[config.mk]
export PLATFORM = sky130hd
export DESIGN_NAME = seg_scan_ctrl
export DESIGN_NICKNAME = d
export VERILOG_FILES = /design/src/rtl/seg_scan_ctrl.sv
export SDC_FILE = /design/constraint.sdc
export NUM_CORES = 1
export LEC_CHECK = 0
export ABC_AREA = 1
export CAP_MARGIN = 15
export CORE_ASPECT_RATIO = 2
export CORE_MARGIN = 2
export CORE_UTILIZATION = 43
export CTS_CLUSTER_DIAMETER = 200
export CTS_CLUSTER_SIZE = 10
export DETAILED_ROUTE_END_ITERATION = 16
export PLACE_DENSITY_LB_ADDON = 0.3
export SLEW_MARGIN = 30
export SYNTH_ARGS = -nofsm -noshare
export SYNTH_HDL_FRONTEND = slang
export SYNTH_SLANG_ARGS = --single-unit
export TNS_END_PERCENT = 50
[constraint.sdc]
create_clock -name clk -period 2.3 [get_ports clk]
set_input_delay 0.23 -clock clk [delete_from_list [all_inputs] [get_ports clk]]
set_output_delay 0.23 -clock clk [all_outputs]
set_load 0.05 [all_outputs]
[src/rtl/seg_scan_ctrl.sv]
// Multiplexed 8-digit 7-segment scan controller with per-slot blanking.
// Each slot blanks every common, then drives one latched digit code.
module seg_scan_ctrl #(
  parameter int CLK_DIV   = 1000,
  parameter int BLANK_CYC = 16
) (
  input  logic       clk,
  input  logic       rst,
  input  logic       en,
  input  logic [6:0] d0,
  input  logic [6:0] d1,
  input  logic [6:0] d2,
  input  logic [6:0] d3,
  input  logic [6:0] d4,
  input  logic [6:0] d5,
  input  logic [6:0] d6,
  input  logic [6:0] d7,
  input  logic [7:0] digit_mask,
  output logic [6:0] seg,
  output logic [7:0] com,
  output logic [2:0] idx,
  output logic       frame_start
);

  localparam int CW = (CLK_DIV > 1) ? $clog2(CLK_DIV) : 1;
  localparam logic [CW-1:0] BLANK_LAST = CW'(BLANK_CYC - 1);
  localparam logic [CW-1:0] DRIVE_LAST = CW'(CLK_DIV - BLANK_CYC - 1);

  typedef enum logic [1:0] {
    IDLE  = 2'd0,
    BLANK = 2'd1,
    DRIVE = 2'd2
  } state_e;

  state_e          state_q, state_d;
  logic [CW-1:0]   cnt_q, cnt_d;
  logic [2:0]      idx_q, idx_d;
  logic [6:0]      seg_q, seg_d;
  logic [7:0]      com_q, com_d;
  logic            fs_q, fs_d;
  logic [6:0]      d_arr [8];

  always_comb begin
    d_arr[0] = d0;
    d_arr[1] = d1;
    d_arr[2] = d2;
    d_arr[3] = d3;
    d_arr[4] = d4;
    d_arr[5] = d5;
    d_arr[6] = d6;
    d_arr[7] = d7;
  end

  // State register; reset aborts any slot in progress on the same edge.
  always_ff @(posedge clk) begin
    if (rst) begin
      state_q <= IDLE;
      cnt_q   <= '0;
      idx_q   <= 3'd0;
      seg_q   <= 7'd0;
      com_q   <= 8'hFF;
      fs_q    <= 1'b0;
    end else begin
      state_q <= state_d;
      cnt_q   <= cnt_d;
      idx_q   <= idx_d;
      seg_q   <= seg_d;
      com_q   <= com_d;
      fs_q    <= fs_d;
    end
  end

  // Next-state logic: dropping en always returns to IDLE, so no partial slot completes.
  always_comb begin
    state_d = state_q;
    cnt_d   = cnt_q;
    idx_d   = idx_q;
    if (!en) begin
      state_d = IDLE;
      cnt_d   = '0;
      idx_d   = 3'd0;
    end else begin
      case (state_q)
        IDLE: begin
          state_d = BLANK;
          cnt_d   = '0;
          idx_d   = 3'd0;
        end
        BLANK: begin
          if (cnt_q == BLANK_LAST) begin
            state_d = DRIVE;
            cnt_d   = '0;
          end else begin
            cnt_d = cnt_q + CW'(1);
          end
        end
        DRIVE: begin
          if (cnt_q == DRIVE_LAST) begin
            state_d = BLANK;
            cnt_d   = '0;
            idx_d   = idx_q + 3'd1;
          end else begin
            cnt_d = cnt_q + CW'(1);
          end
        end
        default: begin
          state_d = IDLE;
          cnt_d   = '0;
          idx_d   = 3'd0;
        end
      endcase
    end
  end

  // Outputs are decoded from the next state so seg and com change on the same edge.
  always_comb begin
    seg_d = seg_q;
    com_d = 8'hFF;
    fs_d  = 1'b0;
    case (state_d)
      IDLE: begin
        seg_d = 7'd0;
      end
      BLANK: begin
        seg_d = 7'd0;
        fs_d  = (state_q != BLANK) && (idx_d == 3'd0);
      end
      DRIVE: begin
        if (state_q == BLANK) begin
          seg_d = d_arr[idx_d];
        end else begin
          seg_d = seg_q;
        end
        if (digit_mask[idx_d]) begin
          com_d = ~(8'd1 << idx_d);
        end else begin
          com_d = 8'hFF;
        end
      end
      default: begin
        seg_d = 7'd0;
      end
    endcase
  end

  assign seg         = seg_q;
  assign com         = com_q;
  assign idx         = idx_q;
  assign frame_start = fs_q;

endmodule

==> results.md <==
* Seq/Total Area, Yosys at about 30%
* CTS clk-pin slew, worst paths at around 0.070 ns
* Number of buffers added on ports at 85
* Routed WL at 5770 um
* Fin cells at ~470
* 1st-pass router iterations at 4
* DR WL/cell at between 10 and 15 um
* Share of layout cells above drive strength 1 at 11.4%
* Hold Path Origin: cnt_q[0]$_SDFF_PP0_
* DR vias at 2412
* Pwr/cell area at 404 nW/um^2
* Hold Slack at just under 0.5 ns
* Synth area leader: dfxtp_1
* R2R depth at 12
* Netlist cell types at 31
* Placed cells at about 460
* Yosys Warn Count at 0
* Num CTS Buffers at 5
* Most frequent cell after synthesis: nand2_1
* DIE AREA at 5510 um^2
* Post-Syn Instances at 323
* Post-route setup TNS at 0 ns
* Synth async-reset ratio at 0%
* Commonest cells post-synth: nand2_1 (113), nand3_1 (39), dfxtp_1 (31)
* IO Pins at 86
* Crit-path max FO at 7
* Hold WC Path Type: reg -> reg
* P_int at 983 uW
* Antenna Nets Post-Route at 0
* Clk buf depth at 2
* Post-Syn Area at 2110 um^2
* Synth-to-layout area growth at 49.4%
* VDD IR max at around 0.39 mV
* H-tree depth at 2
* Fmax at 480 MHz
* Worst-Margin Slew at 0.512 ns
* FF+latch count, synth at 31
* Post-synth net total at 396
* Outcome: completed
* Top post-synthesis cells by area: dfxtp_1 (29%), nand2_1 (20%), nand3_1 (9.3%)
* Max capacitance violation total at 0
* Final min period at 2.08 ns
* Sinks on the clock net at 31
* Most used DFF post-synth: dfxtp_1
* Hold Path Sink: cnt_q[0]$_SDFF_PP0_
* Yosys top cell area share at 29.5%
* Initial Util at 44.1%
* FF-to-FF End: seg[4]$_SDFFE_PP0N_
* Mean Syn Cell Area at ~6.5 um^2
* Number of antenna violations at the first check in global routing at 0
* Number of flops mapped to enable cells by yosys at 0
* Worst EP arrival at 2.31 ns
* CTS tree: built
* Fin crit share at between 90 and 100%
* CP Capture Type: flip-flop
* Area of the multi-input gates at 1300 um^2
* Comb power frac at 14.7%
* GR Overflow Total at 0
* Ant. Diodes at 0
* Slew HR at 65.8%
* Final setup viols at 0
* Skew-Pair Late Insertion Delay at 0.30 ns
* Final-report hold violation count at 0
* Fill cells at 441
* Sequential power share at 42.6%
* # DRC at 0
* Worst Hold Depth at 1
* Sequential Area at 621 um^2
* Vias in the first global route at about 2200
* Fin. max-slew vios at 0
* First-pass GRT wire length at 9290 um
* RR Startpoint: cnt_q[0]$_SDFF_PP0_
* Rows at 36
* Die width at 53.5 um
* Die H at 103 um
* Violation count after the first detailed-route iteration at 56
* Root Buffer: clkbuf_8
* Setup crit start kind: flip-flop
* Final net count at 483
* Worst R2R Setup Slack at about 0.22 ns
* Critical path type: reg -> reg
* Core footprint at 4770 um^2
* Total Routing Usage GR at 21.7%
* Post-DP HPWL at 4380 um
* Required @ worst endpoint at 2.52 ns
* Final Skew at 0.0101 ns
* Clock Power Share at 42.7%
* Sw Share at 22.6%
* Global placement routability congestion at slightly below 0.8
* Via/cell ratio at 5.15
* Sw Pwr at 286 uW
* Largest net degree at the start of global routing at 30
* Power Total at 1270 uW
* Static Leak at 0.00142 uW
## flip-flops by register name (all words and copies together), names as in the netlist
register and count:
com 8, cnt_q 10, seg 7, state_q 2, frame_start 1, idx 3
## routing by layer
metal / GRT usage, % / up-vias / part of all wire (%) / wire, um
met3: 3.33 / 13 / 7.2 / 415
met2: 36.6 / 101 / 50 / 2900
met4: 6.51 / 0 / 1.7 / 98
li1: - / 1221 / - / -
met5: 0 / - / 0 / 0
met1: 27.8 / 1077 / 41 / 2360
## logic make-up after synthesis
group,Yosys count,share of synthesized area [%]
flops,31,29.5
fa+ha+maj,6,3.56
simple gates,214,47.1
xor+xnor,5,2.08
compound gates,26,8.08
buf+inv,41,9.68
## how the worst max path moves through the flow
stage / start / end
global placement: cnt_q[0]$_SDFF_PP0_ / seg[1]$_SDFFE_PP0N_
CTS: cnt_q[0]$_SDFF_PP0_ / com[4]$_SDFF_PP1_
finish: cnt_q[0]$_SDFF_PP0_ / seg[4]$_SDFFE_PP0N_
global route: cnt_q[0]$_SDFF_PP0_ / com[3]$_SDFF_PP1_
detailed placement: cnt_q[0]$_SDFF_PP0_ / com[4]$_SDFF_PP1_
floorplan: cnt_q[0]$_SDFF_PP0_ / seg[0]$_SDFFE_PP0N_
## cell type report
class | count | area share (%)
Sequential cell | 31 | 19.7
Clock inverter | 3 | 1.39
Timing Repair Buffer | 94 | 29.8
Multi-Input combinational cell | 251 | 41.3
Clock buffer | 5 | 2.19
Tap cell | 57 | 2.27
Inverter | 27 | 3.30
## cell usage in the layout, fill, tap and decap left out, types with 2 or more instances in the layout
| cell type | instances |
|---|---|
| nand4_1 | 10 |
| xor2_1 | 4 |
| inv_1 | 25 |
| nand2_1 | 112 |
| buf_4 | 6 |
| clkdlybuf4s50_1 | 85 |
| nor2_2 | 3 |
| o21ai_0 | 10 |
| nor3_1 | 6 |
| nand3_2 | 9 |
| clkbuf_8 | 5 |
| nor2_1 | 22 |
| buf_6 | 2 |
| ha_1 | 6 |
| nand2_2 | 5 |
| nand3_1 | 39 |
| o21ai_1 | 3 |
| dfxtp_1 | 31 |
| a21oi_2 | 6 |
| nand3b_1 | 2 |
| a21oi_1 | 3 |
## metrics by stage
stage | instance area, um^2 | setup slack (ns) | utilization (%)
after CTS | 3110 | 0.107 | 65.2
after floorplan | 2110 | 0.485 | -
after global placement | 3000 | 0.322 | 62.8
final | 3150 | 0.218 | 65.9
after detailed placement | 3000 | 0.218 | 62.8
after global routing | 3150 | -0.00276 | 65.9
## what timing repair did
| item | CTS | global route |
|---|---|---|
| setup endpoints to repair | 0 | 15 |
| resized for setup | 0 | 7 |
| setup buffers | 0 | 1 |
| hold buffers | 0 | 0 |
## power by group through the flow
stage	sequential [uW]	combinational, uW	clock [uW]
after global placement	552	183	0
after CTS	540	186	537
after detailed placement	553	185	0
after global routing	540	204	566
after floorplan	556	52.6	0
final	540	187	543
## worst max-delay path: stages, from the launching register on
cell,delay [ns]
dfxtp_1,0.40
ha_1,0.20
nand2_1,0.11
inv_1,0.10
nand2_1,0.11
nor2_1,0.12
nand2_1,0.06
nand2_1,0.10
nand4_1,0.20
nor2_2,0.20
buf_4,0.16
o21ai_0,0.12
a21oi_2,0.13
(Power assumes the default switching activity.)
